### src/rtl/vga_timing_pkg.sv
// Shared VGA timing constants, output bundle type and tile-index helper.
// Defaults describe 640x480 at 60 Hz; tiles use a 6-bit index with 63 as off-screen.
package vga_timing_pkg;

  localparam int unsigned HActive = 640;
  localparam int unsigned HFp     = 16;
  localparam int unsigned HSync   = 96;
  localparam int unsigned HBp     = 48;
  localparam int unsigned VActive = 480;
  localparam int unsigned VFp     = 10;
  localparam int unsigned VSync   = 2;
  localparam int unsigned VBp     = 33;
  localparam int unsigned HTotal  = HActive + HFp + HSync + HBp;
  localparam int unsigned VTotal  = VActive + VFp + VSync + VBp;

  localparam int unsigned CntW  = 10;
  localparam int unsigned TileW = 6;
  localparam logic [TileW-1:0] TileOff = 6'd63;

  typedef struct packed {
    logic             hsync;
    logic             vsync;
    logic             active;
    logic [CntW-1:0]  pixel_x;
    logic [CntW-1:0]  pixel_y;
    logic [TileW-1:0] counter_x;
    logic [TileW-1:0] counter_y;
    logic             line_start;
    logic             frame_start;
  } vga_out_t;

  localparam vga_out_t OutRst = '{
    hsync: 1'b1, vsync: 1'b1, active: 1'b0,
    pixel_x: '0, pixel_y: '0,
    counter_x: TileOff, counter_y: TileOff,
    line_start: 1'b0, frame_start: 1'b0
  };

  // Off-screen positions map to the sentinel so no drawer ever matches them.
  function automatic logic [TileW-1:0] tile_idx(input logic [CntW-1:0] pos,
                                                input int unsigned  shift,
                                                input int unsigned  limit);
    logic [CntW-1:0] sh;
    sh = pos >> shift;
    return (pos < CntW'(limit)) ? sh[TileW-1:0] : TileOff;
  endfunction

endpackage

### src/rtl/wrap_counter.sv
// Modulo-N up counter advancing on en_i; wrap_o flags the enabled step from N-1 back to 0.
module wrap_counter #(
  parameter int unsigned Modulus = 800,
  parameter int unsigned Width   = 10
) (
  input  logic             clk,
  input  logic             rst,
  input  logic             en_i,
  output logic [Width-1:0] count_o,
  output logic             wrap_o
);

  logic [Width-1:0] count_q, count_d;

  assign wrap_o  = en_i && (count_q == Width'(Modulus - 1));
  assign count_o = count_q;

  always_comb begin
    count_d = count_q;
    if (en_i) begin
      count_d = wrap_o ? '0 : count_q + Width'(1);
    end
  end

  always_ff @(posedge clk or posedge rst) begin
    if (rst) begin
      count_q <= '0;
    end else begin
      count_q <= count_d;
    end
  end

endmodule

### src/rtl/vga_tile_timing.sv
// VGA raster timing with pixel-clock prescaler and tile coordinates for a block drawer.
// All outputs are registered on the prescaler tick so they stay aligned with pix_en.
module vga_tile_timing
  import vga_timing_pkg::*;
#(
  parameter int unsigned H_ACTIVE   = HActive,
  parameter int unsigned H_FP       = HFp,
  parameter int unsigned H_SYNC     = HSync,
  parameter int unsigned H_BP       = HBp,
  parameter int unsigned V_ACTIVE   = VActive,
  parameter int unsigned V_FP       = VFp,
  parameter int unsigned V_SYNC     = VSync,
  parameter int unsigned V_BP       = VBp,
  parameter int unsigned CLK_DIV    = 2,
  parameter int unsigned TILE_SHIFT = 4
) (
  input  logic             clk,
  input  logic             rst,
  output logic             pix_en,
  output logic             hsync,
  output logic             vsync,
  output logic             active,
  output logic [CntW-1:0]  pixel_x,
  output logic [CntW-1:0]  pixel_y,
  output logic [TileW-1:0] counter_x,
  output logic [TileW-1:0] counter_y,
  output logic             line_start,
  output logic             frame_start
);

  localparam int unsigned H_TOTAL = H_ACTIVE + H_FP + H_SYNC + H_BP;
  localparam int unsigned V_TOTAL = V_ACTIVE + V_FP + V_SYNC + V_BP;
  localparam int unsigned HSyncLo = H_ACTIVE + H_FP;
  localparam int unsigned HSyncHi = HSyncLo + H_SYNC;
  localparam int unsigned VSyncLo = V_ACTIVE + V_FP;
  localparam int unsigned VSyncHi = VSyncLo + V_SYNC;
  localparam int unsigned PresW   = (CLK_DIV > 1) ? $clog2(CLK_DIV) : 1;
  localparam logic [PresW-1:0] PresMax = PresW'(CLK_DIV - 1);

  logic [PresW-1:0] presc_q, presc_d;
  logic             pix_en_q, pix_en_d;
  logic             tick;
  logic [CntW-1:0]  h_cnt, v_cnt;
  logic             h_wrap, v_wrap;
  logic             unused_v_wrap;
  vga_out_t         out_q, out_d;

  assign tick     = (presc_q == PresMax);
  assign presc_d  = tick ? '0 : presc_q + PresW'(1);
  assign pix_en_d = tick;
  assign unused_v_wrap = v_wrap;

  // The counters hold the pixel about to be shown; the tick edge both registers
  // that pixel onto the outputs and steps the counters to the next one.
  wrap_counter #(
    .Modulus(H_TOTAL),
    .Width  (CntW)
  ) u_h_cnt (
    .clk    (clk),
    .rst    (rst),
    .en_i   (tick),
    .count_o(h_cnt),
    .wrap_o (h_wrap)
  );

  wrap_counter #(
    .Modulus(V_TOTAL),
    .Width  (CntW)
  ) u_v_cnt (
    .clk    (clk),
    .rst    (rst),
    .en_i   (h_wrap),
    .count_o(v_cnt),
    .wrap_o (v_wrap)
  );

  always_comb begin
    out_d = out_q;
    out_d.line_start  = 1'b0;
    out_d.frame_start = 1'b0;
    if (tick) begin
      out_d.hsync       = !((h_cnt >= CntW'(HSyncLo)) && (h_cnt < CntW'(HSyncHi)));
      out_d.vsync       = !((v_cnt >= CntW'(VSyncLo)) && (v_cnt < CntW'(VSyncHi)));
      out_d.active      = (h_cnt < CntW'(H_ACTIVE)) && (v_cnt < CntW'(V_ACTIVE));
      out_d.pixel_x     = h_cnt;
      out_d.pixel_y     = v_cnt;
      out_d.counter_x   = tile_idx(h_cnt, TILE_SHIFT, H_ACTIVE);
      out_d.counter_y   = tile_idx(v_cnt, TILE_SHIFT, V_ACTIVE);
      out_d.line_start  = (h_cnt == '0);
      out_d.frame_start = (h_cnt == '0) && (v_cnt == '0);
    end
  end

  always_ff @(posedge clk or posedge rst) begin
    if (rst) begin
      presc_q  <= '0;
      pix_en_q <= 1'b0;
      out_q    <= OutRst;
    end else begin
      presc_q  <= presc_d;
      pix_en_q <= pix_en_d;
      out_q    <= out_d;
    end
  end

  assign pix_en      = pix_en_q;
  assign hsync       = out_q.hsync;
  assign vsync       = out_q.vsync;
  assign active      = out_q.active;
  assign pixel_x     = out_q.pixel_x;
  assign pixel_y     = out_q.pixel_y;
  assign counter_x   = out_q.counter_x;
  assign counter_y   = out_q.counter_y;
  assign line_start  = out_q.line_start;
  assign frame_start = out_q.frame_start;

endmodule
### config.mk
export PLATFORM = sky130hd
export DESIGN_NAME = vga_tile_timing
export DESIGN_NICKNAME = d
export VERILOG_FILES = /design/src/rtl/vga_timing_pkg.sv /design/src/rtl/wrap_counter.sv /design/src/rtl/vga_tile_timing.sv
export SDC_FILE = /design/constraint.sdc
export NUM_CORES = 1
export LEC_CHECK = 0
export CAP_MARGIN = 40
export CELL_PAD_IN_SITES_DETAIL_PLACEMENT = 1
export CELL_PAD_IN_SITES_GLOBAL_PLACEMENT = 1
export CORE_ASPECT_RATIO = 0.6
export CORE_UTILIZATION = 40
export DETAILED_ROUTE_END_ITERATION = 12
export DONT_BUFFER_PORTS = 1
export MAX_ROUTING_LAYER = met4
export PLACE_DENSITY = 0.69
export REMOVE_ABC_BUFFERS = 1
export SLEW_MARGIN = 5
export SYNTH_ARGS = -nofsm -noshare
export SYNTH_HDL_FRONTEND = slang
export SYNTH_HIERARCHICAL = 1
export SYNTH_SLANG_ARGS = --single-unit
### constraint.sdc
create_clock -name clk -period 4.9 [get_ports clk]
set_input_delay 0.49 -clock clk [delete_from_list [all_inputs] [get_ports clk]]
set_output_delay 0.49 -clock clk [all_outputs]
set_load 0.05 [all_outputs]
; ---- Word-level counts from Yosys, hierarchy flattened
; Index checks and enable logic that the tools add are counted.
[word_totals]
register_bits = 59
input_bits = 2
output_inout_bits = 38
word_cells = 40
[op_classes]
n_addsub = 3
order_cmp = 6
n_eq_ne = 2
mux = 6
n_reduce_logical = 10
[op_table]
columns = cell, n
row1 = "10-bit by 1-bit adder with 10-bit output, second input constant", 2
row2 = "10-bit == test, second input constant", 2
row3 = 10-bit logical NOT, 2
row4 = "10-bit less-than comparator, second input constant", 2
row5 = "10-bit by 9-bit less-than comparator with 1-bit output, second input constant", 2
row6 = 10-bit 2-to-1 mux, 2
row7 = 6-bit 2-to-1 mux, 2
row8 = "10-bit greater-or-equal comparator, second input constant", 1
row9 = "10-bit by 9-bit greater-or-equal comparator with 1-bit output, second input constant", 1
row10 = 1-bit logical AND, 6
row11 = 1-bit logical NOT, 2
row12 = 2-bit 2-to-1 mux, 1
row13 = "1-bit adder, second input constant", 1
row14 = 1-bit 2-to-1 mux, 1

; ---- Longest topological paths before layout
[logic_depth]
depth_word = 4
ltp_mapped = 8
ltp_nobuf = 7

; ---- By module
; The synthesis kept the hierarchy.
[modules_own_cells]
columns = mod, n_inst, cells_per_inst, area_per_inst_um2, seq_area_each_um2
row1 = vga_tile_timing, 1, 119, 1525.2, 993.5
row2 = wrap_counter (u_h_cnt), 1, 49, 534.3, 250.2
row3 = wrap_counter (u_v_cnt), 1, 54, 504.2, 250.2

; ---- Least setup slack after synthesis
; OpenSTA, ideal clock, no wires.
[synth_path]
path_type = flip-flop to flip-flop
from = register u_h_cnt.count_q[0], in the netlist u_h_cnt/count_o[0]
to = register u_v_cnt.count_q[7], in the netlist u_v_cnt/count_o[7]
setup_time_ns = 0.126
arrival_ns = 1.811
required_time_ns = 4.774
setup_slack_ns = 2.963
path_stages_with_launch = 9
path_buffers = 1
period_less_slack_ns = 1.937
path_cell_list = dfrtp_1 > ha_1 > inv_1 > nor4_4 > clkbuf_2 > nand3_1 > nor2_1 > nand4_1 > xnor2_1
[synth_via]
elab_chain_len = 4
[synth_lines]
columns = element, line
row1 = from (decl), wrap_counter.sv:13  ; logic [Width-1:0] count_q, count_d;
row2 = from (signal assigned), wrap_counter.sv:29  ; count_q <= count_d;
row3 = 10-bit == test *, wrap_counter.sv:15  ; assign wrap_o = en_i && (count_q == Width'(Modulus - 1));
row4 = 1-bit logical AND *, wrap_counter.sv:15
row5 = via h_wrap, vga_tile_timing.sv:44  ; logic h_wrap, v_wrap;
row6 = 1-bit logical AND, wrap_counter.sv:15
row7 = 10-bit 2-to-1 mux, wrap_counter.sv:21  ; count_d = wrap_o ? '0 : count_q + Width'(1);
row8 = to (signal assigned), wrap_counter.sv:29
row9 = to (decl), wrap_counter.sv:13
; The timed path passes the listed nets; every way through them passes the cells marked *.
; A chain may end at the register's enable or synchronous reset.

; ---- Worst setup path after layout
; Same ends and word-level chain as after synthesis.

==> flow_summary.ini <==
[status]
status = complete, no violations

[critical_path]
r2r_slack_ns = 2.57
cp_top_family = simple AND/OR/NAND/NOR gates
worst_path_max_delay_cell = nor4_4
critical_path_required_ns = 5.11
cp_max_fo = 13
reg2reg_from = u_h_cnt/count_o[0]$_DFFE_PP0P_
r2r_cells = 7
start_kind = register
cp_slowest_stage_delay_ns = 0.62
arrival_ns = 2.54
critical_path_class = reg -> reg
path_buf_inv = 1
worstPathCellList = ha_1, inv_1, nor4_4, nand3_1, nor2_1, nand4_1, xnor2_1
rr_endpoint = u_v_cnt/count_o[7]$_DFFE_PP0P_
cp-end-kind = register

[hold_path]
hold_path_class = in -> async

[die]
coreArea_um2 = 6140
die_x_um = 105
dieArea_um2 = 6740
io-pin-count = 40
initial_core_util_pct = 41.8
rows = 22
die_h_um = 64.0

[sta]
finalHoldViolations = 0
min_period_ns = 2.33
worst_pin_slew_ns = 0.662
rsz0062_at_grt = false
finClkSkew_ns = 0.0105
fmax_mhz = 429
setup_violations = 0
min_period_over_period_pct = 47.6
relSlewSlack_pct = 55.6
finalSetupTns_ns = 0
slew_viol_final = 0

[clock_tree]
cts_max_path_buffers = 2
cts_setup_buffers = 0
cts_buffers = 9
clk_pin_slew_ns = 0.07
clk_latency_ns = 0.34
hold_buffers = 0
cts_tree = done
clock-sinks = 59
ctsResizeCount = 0
cts-htree-levels = 3
cts-root-buf = clkbuf_8

[global_routing]
grt_pass1_wl_um = 9740
grt_max_degree = 59
grt_pass1_vias = 1826
grt_usage_pct = 20.0
grt-ovfl-total = 0
antenna_found_initial = 0

[cells_and_area]
nNetsFinal = 233
area_growth_pct = 10.2
final_common_cell = dfrtp_1
fillers = 657
post-route-util_pct = 46.0
drive_above_1_share_pct = 24.5
antenna_cells = 0
final_cell_mix = dfrtp_1, nor2_1, mux2_2, nand2_1, dfstp_2

[route]
top_layer = met4
route.detailed.drc = 0
drt_iter0_markers = 94
totalWireLength_um = 5610
vias_per_cell = 5.29
wl_met2_um = 2240
drt_pass1_iterations = 4
avgRoutedWirePerCell_um = 17.7
dr_total_vias = 1676
wl_met3_um = 385
ant_nets = 0
m1WireLength_um = 2920

[place]
port_buffers = 0
gp_congestion = 0.761
detailed_place_hpwl_um = 3670

[pwr]
p_leak_nw = 1.21
powerDensity_nw_per_um2 = 319
ir_worst_vdd_mv = 0.132

[logic_synthesis]
synth_area_per_cell_um2 = 11.5
syn_inst = 222
syn_area_um2 = 2560
ys_warn_count = 6
synth.distinct_cells = 41
ys_seq_area_share_pct = 58.3
synth_seq_cells = 59
synth_area_leader_cell = dfrtp_1
yosys.area.top_type_share_pct = 43.9
ys_top_cells_by_area = dfrtp_1, dfstp_2, mux2_2, nor2_1, a21oi_1

[job]
drv_cap = 0
==> sequential cells by signal (all words and copies together) (netlist names), 6 cells and up <==
| name | cells |
|---|---|
| counter_x | 6 |
| u_h_cnt/count_o | 10 |
| pixel_y | 10 |
| u_v_cnt/count_o | 10 |
| pixel_x | 10 |
| counter_y | 6 |
==> cells in the mapped netlist (all sizes together) <==
library cell and instances:
and3 2, nor4 3, a2bb2oi 1, nor4b 1
clkbuf 1, o31ai 1, dfstp 14, or2b 1
nand4bb 1, inv 11, o22ai 2, mux2 19
or3 2, nand4 9, nand3b 1, xnor2 6
a31oi 1, buf 6, nand4b 1, nor3 7
or4 1, ha 3, a311oi 1, nand2 14
a21o 2, a21oi 14, nand2b 4, nor2 26
o2bb2ai 1, and4 3, o21ai 8, xor2 4
o22a 1, nand3 3, o21a 2, dfrtp 45
==> per-stage QoR <==
stage | hold WS [ns] | power (mW) | std cells | setup WS (ns) | instance area, um^2
detailed placement | 0.394 | 0.508 | 301 | 2.55 | 2650
floorplan | 0.330 | 0.503 | 215 | 2.08 | 2520
global route | 0.0296 | 0.940 | 317 | 2.34 | 2830
CTS | 0.0159 | 0.916 | 317 | 2.53 | 2830
finish | 0.0234 | 0.901 | 317 | 2.57 | 2830
global placement | 0.397 | 0.508 | 301 | 2.66 | 2650
==> worst register-to-register path, delay by kind of cell (launching register included) <==
family / cells / cell delay (ns)
flip-flops: 1 / 0.45
buffers and inverters: 1 / 0.11
XOR/XNOR: 1 / 0.15
adder cells (fa/ha/maj): 1 / 0.28
AND/OR/NAND/NOR: 4 / 1.22
==> routing by layer <==
metal	up-vias	GRT usage [%]
met1	844	27.6
met3	7	7.65
met4	0	8.45
met5	-	-
li1	784	-
met2	41	25.8
==> kinds of logic after synthesis <==
kind of cell,share of synthesized area (%)
AOI/OAI and AO/OA,8.00
xor gates and xnor gates,3.42
adders and majority gates,1.46
buffers and inverters,3.17
DFF,58.3
muxes,8.35
and+or+nand+nor,17.3
==> cell type report <==
type	count	area [um^2]	share of cell area, %
clock buffers	12	155	5.49
inverters	11	41.3	1.46
well taps	84	105	3.72
clock inverters	4	25.0	0.886
repair buffers	2	15.0	0.531
multi-input cells	145	988	35.0
flip-flops and latches	59	1500	52.9
==> worst max path at each step <==
stage / start / endpoint / slack [ns] / cells past startpoint
after floorplan: pix_en_d$_DFF_PP0_ / u_v_cnt/count_o[7]$_DFFE_PP0P_ / 2.08 / 6
after global placement: u_h_cnt/count_o[0]$_DFFE_PP0P_ / u_v_cnt/count_o[7]$_DFFE_PP0P_ / 2.66 / 7
after detailed placement: u_h_cnt/count_o[0]$_DFFE_PP0P_ / u_v_cnt/count_o[7]$_DFFE_PP0P_ / 2.55 / 7
after CTS: u_h_cnt/count_o[0]$_DFFE_PP0P_ / u_v_cnt/count_o[7]$_DFFE_PP0P_ / 2.53 / 7
after global routing: u_h_cnt/count_o[0]$_DFFE_PP0P_ / u_v_cnt/count_o[7]$_DFFE_PP0P_ / 2.34 / 7
final: u_h_cnt/count_o[0]$_DFFE_PP0P_ / u_v_cnt/count_o[7]$_DFFE_PP0P_ / 2.57 / 7
==> power by group <==
part	switching [mW]	internal [mW]	leakage, nW
Clock	0.194	0.209	0.0884
Combinational	0.00943	0.000744	0.383
Sequential	0	0.488	0.736
Total	0.203	0.698	1.21
No activity file was read; power rests on OpenSTA's default activity.
